[src/rtl/i2c_pkg.sv]
// Shared types and constants for the I2C slave register file.
// Contents: FSM state enum, synchronizer depth, bit-counter width and
// the SDA levels used for ACK/NACK on the bus.
package i2c_pkg;

  localparam int I2C_SYNC_STAGES = 2;
  localparam int BIT_CNT_W       = 4;   // counts 0..8 received/sent bits

  localparam logic [BIT_CNT_W-1:0] BITS_PER_BYTE = 4'd8;
  localparam logic [BIT_CNT_W-1:0] LAST_BIT      = 4'd7;

  localparam logic SDA_ACK  = 1'b0;
  localparam logic SDA_NACK = 1'b1;

  typedef enum logic [3:0] {
    ST_IDLE,
    ST_ADDR,
    ST_ADDR_ACK,
    ST_REG,
    ST_REG_ACK,
    ST_WDATA,
    ST_WDATA_ACK,
    ST_RDATA,
    ST_RDATA_ACK,
    ST_WAIT
  } i2c_state_e;

endpackage

[src/rtl/i2c_bus_sync.sv]
// Bus front end: 2-FF synchronizers on SCL/SDA plus one edge register,
// producing single-cycle bus-event pulses in the clk domain.
// Ports:
//   clk, rst_n          system clock, async active-low reset
//   scl_i, sda_i        raw bus pins
//   sda                 synchronized SDA level
//   scl_rise, scl_fall  SCL edge pulses
//   start_det, stop_det SDA fall / rise while SCL is high
module i2c_bus_sync
  import i2c_pkg::*;
(
  input  logic clk,
  input  logic rst_n,
  input  logic scl_i,
  input  logic sda_i,
  output logic sda,
  output logic scl_rise,
  output logic scl_fall,
  output logic start_det,
  output logic stop_det
);

  logic [I2C_SYNC_STAGES-1:0] scl_sr, sda_sr;
  logic scl, scl_d, sda_d;

  // Reset to the idle-bus level so release of reset never fakes an event.
  always_ff @(posedge clk or negedge rst_n) begin
    if (!rst_n) begin
      scl_sr <= '1;
      sda_sr <= '1;
      scl_d  <= 1'b1;
      sda_d  <= 1'b1;
    end else begin
      scl_sr <= {scl_sr[I2C_SYNC_STAGES-2:0], scl_i};
      sda_sr <= {sda_sr[I2C_SYNC_STAGES-2:0], sda_i};
      scl_d  <= scl_sr[I2C_SYNC_STAGES-1];
      sda_d  <= sda_sr[I2C_SYNC_STAGES-1];
    end
  end

  assign scl       = scl_sr[I2C_SYNC_STAGES-1];
  assign sda       = sda_sr[I2C_SYNC_STAGES-1];
  assign scl_rise  =  scl & ~scl_d;
  assign scl_fall  = ~scl &  scl_d;
  assign start_det =  scl & scl_d & ~sda &  sda_d;
  assign stop_det  =  scl & scl_d &  sda & ~sda_d;

endmodule

[src/rtl/i2c_slave_regs.sv]
// I2C slave byte register file with auto-incrementing pointer.
// Optional read support is built when I2C_SLAVE_READ_EN is defined;
// otherwise R/W=1 addressing is NACKed.
// Ports:
//   clk, rst_n    system clock, async active-low reset
//   scl_i, sda_i  bus pins (SDA is the resolved wired-AND level)
//   sda_oe        1 = pull SDA low
//   wr_stb        one-cycle pulse per committed byte, with wr_adr / wr_dat
//   busy          addressed and transfer in progress
//   err_ovr       sticky pointer wrap during a write, cleared on START
module i2c_slave_regs
  import i2c_pkg::*;
#(
  parameter logic [6:0] SLV_ADR = 7'h38,
  parameter int         REG_AW  = 4
) (
  input  logic              clk,
  input  logic              rst_n,
  input  logic              scl_i,
  input  logic              sda_i,
  output logic              sda_oe,
  output logic              wr_stb,
  output logic [REG_AW-1:0] wr_adr,
  output logic [7:0]        wr_dat,
  output logic              busy,
  output logic              err_ovr
);

  localparam int DEPTH = 2**REG_AW;

  logic sda_s, scl_rise, scl_fall, start_det, stop_det, bus_ev;
  i2c_state_e state, state_nxt;
  logic [BIT_CNT_W-1:0] bit_cnt;
  logic [7:0] shreg;
  logic [REG_AW-1:0] ptr;
  logic [7:0] mem [DEPTH];
  logic fall_d, oe_nxt, byte_done, adr_hit, wr_smp;
  logic [1:0] vld_pipe;  // [0]: commit byte, [1]: advance pointer
`ifdef I2C_SLAVE_READ_EN
  logic [7:0] tx;
  logic m_ack;
`endif

  i2c_bus_sync u_sync (
    .clk(clk), .rst_n(rst_n), .scl_i(scl_i), .sda_i(sda_i),
    .sda(sda_s), .scl_rise(scl_rise), .scl_fall(scl_fall),
    .start_det(start_det), .stop_det(stop_det)
  );

  assign bus_ev    = start_det | stop_det;
  assign byte_done = (bit_cnt == BITS_PER_BYTE);
  assign adr_hit   = (shreg[7:1] == SLV_ADR);
  assign wr_smp    = scl_rise & ~bus_ev & (state == ST_WDATA) & (bit_cnt == LAST_BIT);

  // State register
  always_ff @(posedge clk or negedge rst_n) begin
    if (!rst_n) state <= ST_IDLE;
    else        state <= state_nxt;
  end

  // Next state: bus conditions beat SCL edges; phases advance on SCL fall
  always_comb begin
    state_nxt = state;
    if (start_det)     state_nxt = ST_ADDR;
    else if (stop_det) state_nxt = ST_IDLE;
    else if (scl_fall) begin
      case (state)
        ST_ADDR:
          if (byte_done) begin
`ifdef I2C_SLAVE_READ_EN
            state_nxt = adr_hit ? ST_ADDR_ACK : ST_WAIT;
`else
            state_nxt = (adr_hit && !shreg[0]) ? ST_ADDR_ACK : ST_WAIT;
`endif
          end
`ifdef I2C_SLAVE_READ_EN
        ST_ADDR_ACK:  state_nxt = shreg[0] ? ST_RDATA : ST_REG;
        ST_RDATA:     if (byte_done) state_nxt = ST_RDATA_ACK;
        ST_RDATA_ACK: state_nxt = m_ack ? ST_RDATA : ST_WAIT;
`else
        ST_ADDR_ACK:  state_nxt = ST_REG;
`endif
        ST_REG:       if (byte_done) state_nxt = ST_REG_ACK;
        ST_REG_ACK:   state_nxt = ST_WDATA;
        ST_WDATA:     if (byte_done) state_nxt = ST_WDATA_ACK;
        ST_WDATA_ACK: state_nxt = ST_WDATA;
        default:      state_nxt = state;
      endcase
    end
  end

  // SDA drive level for the low phase that starts at the current fall
  always_comb begin
    oe_nxt = 1'b0;
    case (state)
      ST_ADDR_ACK, ST_REG_ACK, ST_WDATA_ACK: oe_nxt = 1'b1;
`ifdef I2C_SLAVE_READ_EN
      ST_RDATA: oe_nxt = ~tx[7];
`endif
      default:  oe_nxt = 1'b0;
    endcase
  end

  // Datapath: shifter, bit counter, pointer, strobes, SDA driver
  always_ff @(posedge clk or negedge rst_n) begin
    if (!rst_n) begin
      bit_cnt  <= '0;
      shreg    <= '0;
      ptr      <= '0;
      fall_d   <= 1'b0;
      vld_pipe <= '0;
      sda_oe   <= 1'b0;
      wr_stb   <= 1'b0;
      wr_adr   <= '0;
      wr_dat   <= '0;
      busy     <= 1'b0;
      err_ovr  <= 1'b0;
`ifdef I2C_SLAVE_READ_EN
      tx       <= '0;
      m_ack    <= 1'b0;
`endif
    end else begin
      fall_d   <= scl_fall & ~bus_ev;
      vld_pipe <= {vld_pipe[0], wr_smp};
      wr_stb   <= 1'b0;
      if (bus_ev) begin
        bit_cnt <= '0;
        sda_oe  <= 1'b0;
        busy    <= 1'b0;
        if (start_det) err_ovr <= 1'b0;
      end else begin
        if (fall_d) sda_oe <= oe_nxt;
        if (scl_rise && !byte_done) begin
          if (state inside {ST_ADDR, ST_REG, ST_WDATA}) begin
            shreg   <= {shreg[6:0], sda_s};
            bit_cnt <= bit_cnt + 1'b1;
          end
`ifdef I2C_SLAVE_READ_EN
          if (state == ST_RDATA) bit_cnt <= bit_cnt + 1'b1;
`endif
        end
        if (scl_fall && byte_done) bit_cnt <= '0;
        if (scl_fall && state == ST_ADDR && state_nxt == ST_ADDR_ACK) busy <= 1'b1;
        if (scl_fall && state == ST_REG && byte_done) ptr <= shreg[REG_AW-1:0];
`ifdef I2C_SLAVE_READ_EN
        if (scl_rise && state == ST_RDATA_ACK) m_ack <= (sda_s == SDA_ACK);
        if (scl_fall) begin
          if (state_nxt == ST_RDATA && state != ST_RDATA) tx <= mem[ptr];
          else if (state == ST_RDATA && !byte_done)       tx <= {tx[6:0], 1'b0};
          if (state == ST_RDATA && byte_done)             ptr <= ptr + 1'b1;
        end
`endif
      end
      // Completed bytes commit even if a bus event follows immediately
      if (vld_pipe[0]) begin
        wr_stb <= 1'b1;
        wr_adr <= ptr;
        wr_dat <= shreg;
      end
      if (vld_pipe[1]) begin
        ptr <= ptr + 1'b1;
        if (&ptr) err_ovr <= 1'b1;
      end
    end
  end

  always_ff @(posedge clk or negedge rst_n) begin
    if (!rst_n) begin
      for (int i = 0; i < DEPTH; i++) mem[i] <= '0;
    end else if (vld_pipe[0]) begin
      mem[ptr] <= shreg;
    end
  end

endmodule
[config.mk]
export PLATFORM = sky130hd
export DESIGN_NAME = i2c_slave_regs
export DESIGN_NICKNAME = d
export VERILOG_FILES = /design/src/rtl/i2c_pkg.sv /design/src/rtl/i2c_bus_sync.sv /design/src/rtl/i2c_slave_regs.sv
export SDC_FILE = /design/constraint.sdc
export NUM_CORES = 1
export LEC_CHECK = 0
export ABC_CLOCK_PERIOD_IN_PS = 2270
export CAP_MARGIN = 20
export CELL_PAD_IN_SITES_DETAIL_PLACEMENT = 2
export CELL_PAD_IN_SITES_GLOBAL_PLACEMENT = 2
export CORE_MARGIN = 2
export CORE_UTILIZATION = 30
export DETAILED_ROUTE_END_ITERATION = 6
export PLACE_DENSITY = 0.65
export REMOVE_ABC_BUFFERS = 1
export SLEW_MARGIN = 20
export SYNTH_ARGS = -nofsm -noshare
export SYNTH_HDL_FRONTEND = slang
export SYNTH_HIERARCHICAL = 1
export SYNTH_SLANG_ARGS = --single-unit
export TNS_END_PERCENT = 50
[constraint.sdc]
create_clock -name clk -period 2.27 [get_ports clk]
set_clock_uncertainty 0.1 [all_clocks]
set_input_delay 0.227 -clock clk [delete_from_list [all_inputs] [get_ports clk]]
set_output_delay 0.227 -clock clk [all_outputs]
set_load 0.01 [all_outputs]
==> metrics.txt <==
outcome=finished with violations; failing checks=negative setup slack; CP Launch Type=flip-flop; min Tclk post-route=2.33 ns; num ports=20; most common cell after layout, fill and taps aside=dfrtp_1; Num CTS Buffers=5; Worst Path Required=2.36 ns; Critical Path Fanout Max=2; DR iter-0 viols=39; Sink Count=44; initial antenna violation count=0; layout cells sized above 1=25.1%; Inserted Diodes=0; final instance area=between 0.002 and 0.0025 sq mm; setup_tns=-0.0643 ns; grt total ovfl=0; PD cells=~740 mW/mm^2; placed cells=259; kind of critical path=reg2reg; Leak=1.12 nW; clk slew on worst S/H paths=0.09 ns; die area=roughly 0.007 sq mm; CTS tree=done; synth-to-layout area growth=24.6%; Synth Warn #=6; initial core utilization=between 30% and 40%; dpl cell area=0.00231 sq mm; pin count of the biggest net entering global routing=45; Final period util=103%; VDD IR max=0.349 mV; row cnt=29; port bufs=19; max cap viols=0; Max Clock Freq=428 MHz; final hold viol count=0; Clock Tree Buf Depth=2; DP HPWL=~3400 um; Slew Viols, Final=0; Avg Cell Area, Syn=12.5 sq um; Max-slew headroom=about three fifths; RSZ-0062 raised after global routing=true; Worst-Skew Late Latency=0.31 ns; drt pass-1 iters=6; Setup WS post-layout=-0.0643 ns; Crit. End Element=flip-flop; # setup viols final=1; WP buf/inv=0; chip width=84.8 um; sequential area share after synthesis=between 50% and 60%; Worst path slowest cell=dfstp_2; Final Non-Filler Cells=approximately 270; Crit path max-delay family=simple AND/OR/NAND/NOR gates; synth unique cells=40; nets=197; number of H-tree levels=2; Worst-Margin Slew=roughly 0.60 ns; antenna viol nets, final=0; Tot GR Track Use=14.2%; Avg Vias per Cell=4.97; first-pass GRT wire length=7980 um; core area=0.00631 sq mm; Setup Fix Bufs, Post-CTS=0; number of global-route vias before repair=between 1500 and 2000; Wirelength per Cell=17.2 um; Post-Route WL=4610 um; Worst EP arrival=2.43 ns; worst hold path class=in2reg; DRC Markers=0; Vias=about 1300; commonest non-fill, non-tap cells in the layout=dfrtp_1 (38), clkdlybuf4s50_1 (18), buf_4 (15); Final Wtd Congestion=0.812; post-synthesis cell area=0.00196 sq mm; Seq cells post-synth=44; synthesized instance count=around 160; CP Cell Sequence=and4b_1, or3b_4, or4_4, mux2_4, mux2_2; Clock Tree Root=clkbuf_8; die height=84.8 um; Hold WS=around 0.22 ns; Max stage delay on crit path=~0.53 ns
==> Yosys cell counts <==
master	number	area (sq um)
nand4_1	1	6.26
nand2_1	4	15.0
a211oi_1	1	7.51
nor2_1	7	26.3
a2111oi_0	1	8.76
dfstp_2	6	158
buf_2	2	10.0
or3b_1	1	8.76
mux2_1	8	90.1
nor3_1	9	45.0
buf_6	1	11.3
a211o_1	1	8.76
o41a_1	1	11.3
nand2b_1	3	18.8
a211oi_2	1	12.5
mux2i_1	8	80.1
or4_1	2	15.0
a311oi_1	1	8.76
or2_2	1	6.26
inv_1	6	22.5
o21ai_0	3	15.0
and4b_1	3	30.0
a21oi_1	6	30.0
nand3b_1	2	15.0
and2_1	1	6.26
and3b_1	1	8.76
mux2_4	1	15.0
xnor2_1	3	26.3
xor2_1	1	8.76
nor2b_1	2	12.5
o21bai_1	1	7.51
dfrtp_1	38	951
ha_1	3	37.5
nand3_1	3	15.0
nand4b_1	2	17.5
o2111ai_1	1	8.76
a31oi_1	2	12.5
mux2_2	13	146
clkbuf_1	5	18.8
buf_1	1	3.75
==> report_power, final <==
group	leakage [nW]	total, mW	switching, mW	internal, mW
Combinational	0.479	0.223	0.111	0.111
Sequential	0.583	0.964	0.0950	0.869
Clock	0.0548	0.621	0.290	0.332
Total	1.12	1.81	0.496	1.31
==> repair_timing <==
action / CTS / global route
gates resized for setup: 1 / 1
hold buffers: 1 / 0
hold endpoints to repair: 38 / 0
setup endpoints to repair: 1 / 1
cloned: 0 / 0
pin swaps: 0 / 0
==> kinds of logic after synthesis <==
| logic type | Yosys count | share of synthesized area, % |
|---|---|---|
| fa+ha+maj | 3 | 1.92 |
| xor+xnor | 4 | 1.79 |
| simple gates | 42 | 12.6 |
| buf+inv | 15 | 3.39 |
| compound gates | 19 | 6.71 |
| mux | 30 | 16.9 |
| flops | 44 | 56.6 |
==> metrics by stage <==
step                utilization (%)  total power, mW  setup WS (ns)
global placement               36.5             1.19        -0.0369
global route                   38.6             1.91         -0.119
floorplan                         -             1.09         -0.186
detailed placement             36.5             1.21        -0.0969
CTS                            38.6             1.84        -0.0781
finish                         38.6             1.81        -0.0643
==> flip-flops by register name (all words and copies together) (netlist names), 2 cells and up <==
| name | count |
|---|---|
| wr_adr | 4 |
| bit_cnt | 4 |
| ptr | 4 |
| u_sync/scl_sr | 2 |
| vld_pipe | 2 |
| state | 4 |
| shreg | 8 |
| u_sync/sda_sr | 2 |
| wr_dat | 8 |
==> worst paths after layout <==
kind                                   from               end  slack, ns  cells past startpoint
max in group asynchronous             rst_n  u_sync/scl_sr[0]       1.25                      3
hold reg to reg            u_sync/sda_sr[0]  u_sync/sda_sr[1]       0.26                      0
setup / recovery               u_sync/sda_d            ptr[1]      -0.06                      5
min in group asynchronous             rst_n          state[3]       0.43                      3
setup reg to reg               u_sync/sda_d            ptr[1]      -0.06                      5
hold / removal                        scl_i  u_sync/scl_sr[0]       0.22                      1
==> per-layer routing <==
layer | global-route usage, % | up-vias | wire length (um)
li1 | - | 624 | -
met5 | 0 | - | 0
met3 | 3.74 | 5 | 121
met2 | 23.4 | 15 | 2310
met1 | 18.4 | 689 | 2110
met4 | 3.90 | 0 | 57
==> cell type report <==
cell class | instances | area [sq um]
Inverter | 6 | 22.5
Fill cell | 690 | 3870
Sequential cell | 44 | 1110
Clock buffer | 5 | 68.8
Tap cell | 77 | 96.3
Timing Repair Buffer | 35 | 308
Multi-Input combinational cell | 98 | 788
Clock inverter | 3 | 46.3
(Power assumes the default switching activity.)
